### src/rtl/mem_pkg.sv
// Shared encodings for the MEM-stage data-memory access unit.
package mem_pkg;

  // Load controls from EX/MEM.
  localparam logic [2:0] MEM_RD_NONE = 3'b000;
  localparam logic [2:0] MEM_RD_LB   = 3'b001;
  localparam logic [2:0] MEM_RD_LH   = 3'b010;
  localparam logic [2:0] MEM_RD_LW   = 3'b011;
  localparam logic [2:0] MEM_RD_LBU  = 3'b101;
  localparam logic [2:0] MEM_RD_LHU  = 3'b110;

  // Store controls from EX/MEM.
  localparam logic [1:0] MEM_WR_NONE = 2'b00;
  localparam logic [1:0] MEM_WR_SB   = 2'b01;
  localparam logic [1:0] MEM_WR_SH   = 2'b10;
  localparam logic [1:0] MEM_WR_SW   = 2'b11;

  // Access sizes used for the alignment check.
  localparam logic [1:0] SZ_BYTE = 2'd0;
  localparam logic [1:0] SZ_HALF = 2'd1;
  localparam logic [1:0] SZ_WORD = 2'd2;

  typedef enum logic [1:0] {IDLE, BUS, DONE} mem_state_t;

  // Only the five defined load codes start an access; the rest mean none.
  function automatic logic is_load_code(input logic [2:0] code);
    return (code == MEM_RD_LB)  || (code == MEM_RD_LH)  || (code == MEM_RD_LW) ||
           (code == MEM_RD_LBU) || (code == MEM_RD_LHU);
  endfunction

endpackage

### src/rtl/mem_access_stage_if.sv
// Data-memory request/ack bus between the MEM stage and the memory.
interface mem_access_stage_if;
  logic        dmem_req;
  logic        dmem_we;
  logic [31:0] dmem_addr;
  logic [31:0] dmem_wdata;
  logic [3:0]  dmem_wstrb;
  logic        dmem_ack;
  logic [31:0] dmem_rdata;

  modport master (
    output dmem_req, dmem_we, dmem_addr, dmem_wdata, dmem_wstrb,
    input  dmem_ack, dmem_rdata
  );

  modport slave (
    input  dmem_req, dmem_we, dmem_addr, dmem_wdata, dmem_wstrb,
    output dmem_ack, dmem_rdata
  );
endinterface

### src/rtl/mem_load_align.sv
// Selects the addressed byte/half of a read word and extends it.
module mem_load_align
  import mem_pkg::*;
(
  input  logic [31:0] dmem_rdata,
  input  logic [1:0]  addr,
  input  logic [2:0]  mem_read,
  output logic [31:0] load_word
);

  logic [7:0]  byte_sel;
  logic [15:0] half_sel;

  // Lane select, then sign or zero extension by load type.
  always_comb begin
    byte_sel = 8'h00;
    case (addr)
      2'd0: byte_sel = dmem_rdata[7:0];
      2'd1: byte_sel = dmem_rdata[15:8];
      2'd2: byte_sel = dmem_rdata[23:16];
      2'd3: byte_sel = dmem_rdata[31:24];
      default: byte_sel = 8'h00;
    endcase
    half_sel = addr[1] ? dmem_rdata[31:16] : dmem_rdata[15:0];

    load_word = 32'h0;
    case (mem_read)
      MEM_RD_LB:  load_word = {{24{byte_sel[7]}}, byte_sel};
      MEM_RD_LBU: load_word = {24'h0, byte_sel};
      MEM_RD_LH:  load_word = {{16{half_sel[15]}}, half_sel};
      MEM_RD_LHU: load_word = {16'h0, half_sel};
      MEM_RD_LW:  load_word = dmem_rdata;
      default:    load_word = 32'h0;
    endcase
  end

endmodule

### src/rtl/mem_access_stage.sv
// MEM-stage data-memory access: req/ack bus cycle, lane steering,
// write strobes, load extension and pipeline stall generation.
module mem_access_stage
  import mem_pkg::*;
#(
  parameter int MAX_WAIT = 255,
  parameter int CNT_W    = 8
) (
  input  logic                       clk,
  input  logic                       rst,
  input  logic [2:0]                 mem_read,
  input  logic [1:0]                 mem_write,
  input  logic [31:0]                alu_result,
  input  logic [31:0]                rd2,
  mem_access_stage_if.master         dmem,
  output logic [31:0]                load_data,
  output logic                       mem_stall,
  output logic                       misalign_err,
  output logic                       bus_err
);

  mem_state_t state;
  logic [CNT_W-1:0] wait_cnt;
  logic [1:0]       addr_lo;  // byte offset of the load in flight
  logic [2:0]       rd_op;    // load type of the access in flight

  logic        wr_pend, rd_pend, pending, misaligned;
  logic [1:0]  acc_size;
  logic [3:0]  wstrb_next;
  logic [31:0] wdata_next;
  logic [31:0] load_word;

  // Decode the EX/MEM controls; a store code overrides a load code.
  always_comb begin
    wr_pend  = (mem_write != MEM_WR_NONE);
    rd_pend  = !wr_pend && is_load_code(mem_read);
    pending  = wr_pend || rd_pend;

    acc_size = SZ_BYTE;
    if (wr_pend) begin
      case (mem_write)
        MEM_WR_SH: acc_size = SZ_HALF;
        MEM_WR_SW: acc_size = SZ_WORD;
        default:   acc_size = SZ_BYTE;
      endcase
    end else begin
      case (mem_read)
        MEM_RD_LH, MEM_RD_LHU: acc_size = SZ_HALF;
        MEM_RD_LW:             acc_size = SZ_WORD;
        default:               acc_size = SZ_BYTE;
      endcase
    end

    misaligned = ((acc_size == SZ_HALF) && alu_result[0]) ||
                 ((acc_size == SZ_WORD) && (alu_result[1:0] != 2'b00));
  end

  // Store lane strobes and data replication; loads drive no strobes.
  always_comb begin
    wstrb_next = 4'b0000;
    wdata_next = 32'h0;
    case (mem_write)
      MEM_WR_SB: begin
        wstrb_next = 4'b0001 << alu_result[1:0];
        wdata_next = {4{rd2[7:0]}};
      end
      MEM_WR_SH: begin
        wstrb_next = 4'b0011 << alu_result[1:0];
        wdata_next = {2{rd2[15:0]}};
      end
      MEM_WR_SW: begin
        wstrb_next = 4'b1111;
        wdata_next = rd2;
      end
      default: begin
        wstrb_next = 4'b0000;
        wdata_next = 32'h0;
      end
    endcase
  end

  mem_load_align u_align (
    .dmem_rdata (dmem.dmem_rdata),
    .addr       (addr_lo),
    .mem_read   (rd_op),
    .load_word  (load_word)
  );

  // Hold the upstream pipeline while an access is being accepted or on the bus.
  assign mem_stall = ((state == IDLE) && pending) || (state == BUS);

  // Access FSM with registered bus outputs and error pulses.
  always_ff @(posedge clk) begin
    if (!rst) begin
      state           <= IDLE;
      wait_cnt        <= '0;
      addr_lo         <= 2'b00;
      rd_op           <= MEM_RD_NONE;
      dmem.dmem_req   <= 1'b0;
      dmem.dmem_we    <= 1'b0;
      dmem.dmem_addr  <= 32'h0;
      dmem.dmem_wdata <= 32'h0;
      dmem.dmem_wstrb <= 4'b0000;
      load_data       <= 32'h0;
      misalign_err    <= 1'b0;
      bus_err         <= 1'b0;
    end else begin
      misalign_err <= 1'b0;
      bus_err      <= 1'b0;
      case (state)
        IDLE: begin
          if (pending) begin
            if (misaligned) begin
              // No bus cycle; report and let EX/MEM advance via DONE.
              misalign_err <= 1'b1;
              load_data    <= 32'h0;
              state        <= DONE;
            end else begin
              dmem.dmem_req   <= 1'b1;
              dmem.dmem_we    <= wr_pend;
              dmem.dmem_addr  <= {alu_result[31:2], 2'b00};
              dmem.dmem_wstrb <= wstrb_next;
              dmem.dmem_wdata <= wdata_next;
              addr_lo         <= alu_result[1:0];
              rd_op           <= rd_pend ? mem_read : MEM_RD_NONE;
              wait_cnt        <= '0;
              state           <= BUS;
            end
          end
        end
        BUS: begin
          if (dmem.dmem_ack) begin
            dmem.dmem_req <= 1'b0;
            if (!dmem.dmem_we) load_data <= load_word;
            state <= DONE;
          end else if (wait_cnt == CNT_W'(MAX_WAIT)) begin
            dmem.dmem_req <= 1'b0;
            bus_err       <= 1'b1;
            load_data     <= 32'h0;
            state         <= DONE;
          end else begin
            wait_cnt <= wait_cnt + 1'b1;
          end
        end
        DONE: begin
          wait_cnt <= '0;
          state    <= IDLE;
        end
        default: state <= IDLE;
      endcase
    end
  end

endmodule

### src/flat_wrapper.sv
// flat-port wrapper written by rule: the top's interface ports become plain ports
module mem_access_stage_flat import mem_pkg::*;
#(
  parameter int MAX_WAIT = 255,
  parameter int CNT_W    = 8
)
  (clk, rst, mem_read, mem_write, alu_result, rd2, load_data, mem_stall, misalign_err, bus_err, dmem_dmem_req, dmem_dmem_we, dmem_dmem_addr, dmem_dmem_wdata, dmem_dmem_wstrb, dmem_dmem_ack, dmem_dmem_rdata);
  mem_access_stage_if dmem_i ();
  input  logic clk;
  input  logic rst;
  input  logic [2:0] mem_read;
  input  logic [1:0] mem_write;
  input  logic [31:0] alu_result;
  input  logic [31:0] rd2;
  output logic [31:0] load_data;
  output logic mem_stall;
  output logic misalign_err;
  output logic bus_err;
  output wire logic [$bits(dmem_i.dmem_req)-1:0] dmem_dmem_req;
  output wire logic [$bits(dmem_i.dmem_we)-1:0] dmem_dmem_we;
  output wire logic [$bits(dmem_i.dmem_addr)-1:0] dmem_dmem_addr;
  output wire logic [$bits(dmem_i.dmem_wdata)-1:0] dmem_dmem_wdata;
  output wire logic [$bits(dmem_i.dmem_wstrb)-1:0] dmem_dmem_wstrb;
  input wire logic [$bits(dmem_i.dmem_ack)-1:0] dmem_dmem_ack;
  input wire logic [$bits(dmem_i.dmem_rdata)-1:0] dmem_dmem_rdata;
  assign dmem_dmem_req = dmem_i.dmem_req;
  assign dmem_dmem_we = dmem_i.dmem_we;
  assign dmem_dmem_addr = dmem_i.dmem_addr;
  assign dmem_dmem_wdata = dmem_i.dmem_wdata;
  assign dmem_dmem_wstrb = dmem_i.dmem_wstrb;
  assign dmem_i.dmem_ack = dmem_dmem_ack;
  assign dmem_i.dmem_rdata = dmem_dmem_rdata;
  mem_access_stage #(.MAX_WAIT(MAX_WAIT), .CNT_W(CNT_W)) u_core (.clk(clk), .rst(rst), .mem_read(mem_read), .mem_write(mem_write), .alu_result(alu_result), .rd2(rd2), .dmem(dmem_i), .load_data(load_data), .mem_stall(mem_stall), .misalign_err(misalign_err), .bus_err(bus_err));
endmodule
### config.mk
export PLATFORM = sky130hd
export DESIGN_NAME = mem_access_stage_flat
export DESIGN_NICKNAME = d
export VERILOG_FILES = /design/src/rtl/mem_pkg.sv /design/src/rtl/mem_access_stage_if.sv /design/src/rtl/mem_load_align.sv /design/src/rtl/mem_access_stage.sv /design/src/flat_wrapper.sv
export SDC_FILE = /design/constraint.sdc
export NUM_CORES = 1
export LEC_CHECK = 0
export BUFFER_PORTS_ARGS = -buffer_cell sky130_fd_sc_hd__buf_4
export CAP_MARGIN = 20
export CORE_ASPECT_RATIO = 0.6
export CORE_MARGIN = 2
export CORE_UTILIZATION = 35
export DETAILED_ROUTE_END_ITERATION = 10
export PLACE_DENSITY_LB_ADDON = 0.15
export SETUP_SLACK_MARGIN = 0.3
export SKIP_LAST_GASP = 1
export SLEW_MARGIN = 10
export SYNTH_ARGS = -nofsm -noshare
export SYNTH_HDL_FRONTEND = slang
export SYNTH_SLANG_ARGS = --single-unit
### constraint.sdc
create_clock -name clk -period 4.06 [get_ports clk]
set_clock_uncertainty 0.1 [all_clocks]
set_input_delay 0.203 -clock clk [delete_from_list [all_inputs] [get_ports clk]]
set_output_delay 0.203 -clock clk [all_outputs]
set_load 0.02 [all_outputs]
; After elaboration in Yosys (flattened, before gate mapping)
; Cells that the tools add are included.
[word_totals]
regBits = 117
output_inout_bits = 105
word_cells = 104
[classes]
n_addsub = 1
n_eq_ne = 28
n_shift = 2
mux = 32
n_bitwise = 3
reduce_logical = 26
[ops]
columns = operator, count
row1 = $mux W32, 5
row2 = $pmux W32 S5, 1
row3 = $pmux W32 S3, 1
row4 = $pmux W32 S2, 1
row5 = $mux W8, 4
row6 = $pmux W8 S4, 1
row7 = $pmux W8 S3, 1
row8 = $mux W16, 1
row9 = $eq A2 B2 Y1 const B, 6
row10 = $eq A3 B2 Y1 const B, 4
row11 = $eq A3 B3 Y1 const B, 4
row12 = $pmux W2 S2, 3
row13 = $pmux W4 S3, 1
row14 = $mux W2, 5
row15 = $reduce_and A5 Y1, 2
row16 = $add A8 B1 Y8 const B, 1
row17 = $eq A2 B1 Y1 const B, 4
row18 = $eq A8 B8 Y1 const B, 1
row19 = $logic_or A1 B1 Y1, 7
row20 = $eq A3 B1 Y1 const B, 2
row21 = $mux W1, 6
row22 = $ne A2 B2 Y1 const B, 3
row23 = $ne A3 B3 Y1 const B, 2
row24 = $reduce_and A3 Y1, 2
row25 = other kinds (15), 24

; Depth between registers and ports, before layout
[logic_depth]
depth_word = 10
ltp_mapped = 9
depth_no_buf = 7

; Modules after synthesis
; A second synthesis with hierarchy kept.
[hier_totals]
cells_unflattened = 631
area_unflattened_um2 = 5571.6
[modules_own_cells]
columns = module, instances, cells_per_inst, area_per_inst_um2, seq_area_each_um2
row1 = mem_access_stage, 1, 525, 4799.6, 2342.2
row2 = mem_load_align, 1, 106, 772.0, 0.0

; Worst setup path before layout
; Ideal clock, no wire load.
[synth_timing]
path_type = input-to-reg
from = input mem_write[0]
to = register u_core.load_data[16]
setup_ns = 0.072
arrival_time_ns = 1.872
required_ns = 3.888
setup_slack_ns = 2.017
path_stages = 9
path_buffers = 2
cell_sequence = inv_1 > ha_1 > xor2_1 > a32oi_1 > and3_1 > clkbuf_1 > a311oi_4 > buf_6 > mux2i_1
[synth_between]
elab_chain_cells = 8
elab_cells_between_ends = 16
cone_classes = eq/ne: 6 / mux: 2 / reduce/logical: 8
[synth_lines]
columns = item, line_no
row1 = "start, declared", flat_wrapper.sv:12  ; input logic [1:0] mem_write;
row2 = $eq A2 B2 Y1, mem_access_stage.sv:41  ; case (mem_write)
row3 = $pmux W2 S2, mem_access_stage.sv:41
row4 = $mux W2, mem_access_stage.sv:40  ; if (wr_pend) begin
row5 = $eq A2 B1 Y1 / $eq A2 B2 Y1 (equally long branches), "mem_access_stage.sv:54, mem_access_stage.sv:55"
row6 = "$logic_and A1 B1 Y1, on equally long branches", "mem_access_stage.sv:54, mem_access_stage.sv:55"
row7 = $logic_or A1 B1 Y1, mem_access_stage.sv:54  ; misaligned = ((acc_size == SZ_HALF) && alu_result[0]) ||
row8 = $ne A2 B1 Y1 (no line), n/a
row9 = $reduce_and A5 Y1 (no line) (*), n/a
row10 = "end signal, assigned", mem_access_stage.sv:134  ; if (!dmem.dmem_we) load_data <= load_word;
row11 = "end, declared", mem_access_stage.sv:16  ; output logic [31:0] load_data,
; Mark *: on every way between the ends. The rest lies on a longest branch, timed or not.
; A chain may end at the register's enable or synchronous reset.

; Final worst setup path
[layout_timing]
from = register u_core.state[0]
to = register u_core.load_data[19]
[layout_between]
elab_chain_cells = 3
elab_cells_between_ends = 9
cone_classes = eq/ne: 5 / mux: 1 / reduce/logical: 3
[layout_lines]
columns = item, line_no
row1 = "start, declared", mem_access_stage.sv:22  ; mem_state_t state;
row2 = "start signal, assigned", mem_access_stage.sv:95  ; state <= IDLE;
row3 = "start signal, assigned", mem_access_stage.sv:117  ; state <= DONE;
row4 = "start signal, assigned", mem_access_stage.sv:127  ; state <= BUS;
row5 = $eq A2 B1 Y1 / $logic_not A2 Y1 (equally long branches), mem_access_stage.sv:110  ; case (state)
row6 = "$ne A3 B3 Y1 (no line), or another cell as far along", n/a
row7 = $reduce_and A5 Y1 (no line), n/a
; Several ways; a longest one is shown, not always the timed one.

==> out/qor.csv <==
stage;metric;value;unit
global_route;grt_max_degree;60;
cts;clock_latency;400;ps
cells_and_area;multi_input_area;3040;um2
timing;fin_hold_ws;18.0;ps
worst_setup_path;required;4290;ps
cells_and_area;drive_above_1_share;31.4;%
global_route;met1_usage;30.9;%
route;drt_wl_total;19000;um
die;coreArea;15500;um2
worst_setup_path;crit_family;simple AND/OR/NAND/NOR gates;
cts;cts_root_buf;clkbuf_16;
timing;worst_pin_slew;988;ps
placed_design;place_congestion;0.874;
global_route;grt_pass1_vias;5615;
timing;finalCriticalPeriod;2750;ps
cts;cts_made_buffers;17;
placed_design;dp_cells;994;
global_route;gr-usage-all-layers;21.9;%
logic_synthesis;avgSynthCellArea;9.04;um2
worst_setup_path;cp_common_cell;nor2b_1;
cts;ctsResizeCount;0;
placed_design;portBuffers;206;
timing;finalSetupTns;0;ps
cells_and_area;most-common-layout-cells;buf_4 (217), dfxtp_1 (117), mux2i_1 (74);
placed_design;place_ws;1320;ps
global_route;antenna_found_initial;0;
logic_synthesis;seq_area_frac_synth;41.4;%
placed_design;hpwlAfterDp;13800;um
timing;final-hold-violation-count;0;
global_route;overflow;0;
job;drv_cap;0;
logic_synthesis;synth_cells;625;
cells_and_area;utilization;53.0;%
worst_setup_path;crit_path_end_kind;flip-flop;
timing;maxSlewHeadroom;34.0;%
global_route;grt-busiest-layer;met2;
die;die_y;102;um
global_route;grt_pass1_wl;29500;um
timing;fmax;364;MHz
logic_synthesis;synth_top_flop_cell;dfxtp_1;
worst_setup_path;start_kind;flip-flop;
timing;min_period_over_period;67.6;%
timing;finalSetupViolCount;0;
logic_synthesis;yosysUniqueCellTypes;49;
cells_and_area;antenna_cells;0;
worst_setup_path;arrival;2980;ps
route;drcViolationCount;0;
die;initial_core_util;36.4;%
die;dieWidth;168;um
cells_and_area;fill_cells;1406;
logic_synthesis;yosysWarnings;0;
route;drt-initial-drc-count;471;
logic_synthesis;syn_area;5650;um2
cts;clk_pin_slew_worst_paths;60;ps
placed_design;placed_area;7300;um2
logic_synthesis;synth_edf_count;0;
worst_setup_path;crit_type;flip-flop to flip-flop;
power_and_ir_drop;report.power.total;3.75;mW
worst_setup_path;max_stage_delay;840;ps
power_and_ir_drop;irDropWorstVdd;247;uV
timing;setup_ws;1310;ps
cts;max-clock-path-buffers;2;
cts;cts_tree;yes;
status;outcome;completed;
cells_and_area;final_common_cell;buf_4;
global_route;use_met3;6.27;%
cts;clock_sinks;117;
worst_setup_path;path_buf_inv;0;
timing;drv_slew;0;
global_route;met2_usage;33.2;%
worst_setup_path;path_cells;nor2b_1, o2111a_1, nor2b_1, o21ai_0, mux2i_1;
cells_and_area;design_area;8250;um2
worst_setup_path;path_max_fanout;16;
route;antenna_left;0;
timing;grt_setup_unrepaired;no;
die;io_pins;209;
route;via_per_inst;5.35;
cells_and_area;seq_area;2340;um2
route;wl_per_cell;17.8;um
logic_synthesis;async_reset_ff_share;0;%
power_and_ir_drop;p_per_area;454;nW/um2
cells_and_area;final_cells;1064;
route;vias;5688;
die;fp-row-count;35;
logic_synthesis;ys_ff_latch;117;
route;dr.pass1.iters;5;
power_and_ir_drop;p_leak;3.69;nW
die;die_area;17200;um2
cells_and_area;syn_to_final_growth;45.9;%
worst_setup_path;cp_slowest_cell;nor2b_1;
cts;cts_max_level;4;
cells_and_area;fin_nets;958;
worst_hold_path;hold_class;input port to flip-flop;
==> final timing paths <==
kind | endpoint | cells after the start | slack [ps] | from
min reg2reg | u_core.load_data[14] | 2 | 360 | u_core.load_data[14]
max reg2reg | u_core.load_data[19] | 5 | 1310 | u_core.state[0]
max | u_core.load_data[19] | 5 | 1310 | u_core.state[0]
min | u_core.dmem.dmem_wdata[0] | 3 | 20 | rd2[0]
==> cell usage after synthesis, drive strengths merged (2+ instances only) <==
library cell / n / area [um2]
a2bb2oi: 37 / 324
o211ai: 2 / 15.0
a22oi: 16 / 120
or3: 2 / 12.5
nor3b: 2 / 15.0
clkbuf: 34 / 128
or2: 11 / 68.8
a311oi: 2 / 35.0
a21boi: 2 / 15.0
nand2: 68 / 255
o21bai: 2 / 15.0
a222oi: 8 / 80.1
nor2b: 8 / 50.1
o2111ai: 4 / 35.0
nand4: 5 / 31.3
ha: 6 / 75.1
mux4: 8 / 180
buf: 18 / 113
inv: 9 / 33.8
a21oi: 9 / 45.0
and3: 21 / 131
nor2: 67 / 251
a31oi: 7 / 43.8
a211oi: 2 / 15.0
o21ai: 45 / 225
dfxtp: 117 / 2340
a221oi: 6 / 52.6
nand3: 19 / 95.1
mux2i: 74 / 741
==> worst register-to-register path, stage by stage (launching register included) <==
cell and delay, ps:
dfxtp_1 440, nor2b_1 300, o2111a_1 530, nor2b_1 850, o21ai_0 270, mux2i_1 190
==> logic make-up after synthesis <==
kind of cell             share of synthesized area [%]
AND/OR/NAND/NOR                                   17.0
AO/OA/AOI/OAI                                     18.8
adder cells (fa/ha/maj)                           1.33
XOR/XNOR                                         0.155
flip-flops                                        41.4
buffers and inverters                             4.91
multiplexers                                      16.3
other                                           0.0664
==> power breakdown <==
group          leakage (nW)  internal, mW  switching (mW)  total [mW]
logic                  2.47         0.460           0.542        1.00
registers             0.953          1.24          0.0653        1.30
clock network         0.269         0.862           0.579        1.44
==> layer usage <==
| layer | vias up | wire length [um] |
|---|---|---|
| met5 | - | 0 |
| met4 | 0 | 188 |
| met3 | 19 | 1500 |
| met2 | 230 | 8240 |
| met1 | 2727 | 9070 |
| li1 | 2712 | - |
==> flip-flops by register name, summed over array words and instances, names as in the netlist <==
register,cells
u_core.addr_lo,2
u_core.bus_err,1
u_core.dmem.dmem_addr,30
u_core.dmem.dmem_req,1
u_core.dmem.dmem_wdata,32
u_core.dmem.dmem_we,1
u_core.dmem.dmem_wstrb,4
u_core.load_data,32
u_core.misalign_err,1
u_core.rd_op,3
u_core.state,2
u_core.wait_cnt,8
==> area by class of cell <==
cell class / instances / share of cell area (%)
inverter: 10 / 0.455
sequential: 117 / 28.4
clock inverter: 14 / 1.55
multi-input combinational: 447 / 36.8
clock buffer: 18 / 5.33
tap: 203 / 3.08
timing repair buffer: 255 / 24.4
==> timing repair <==
action / in CTS / in global routing
hold endpoints to repair: 38 / 0
setup buffers: 0 / 0
hold buffers: 38 / 0
No activity file was read; power rests on OpenSTA's default activity.
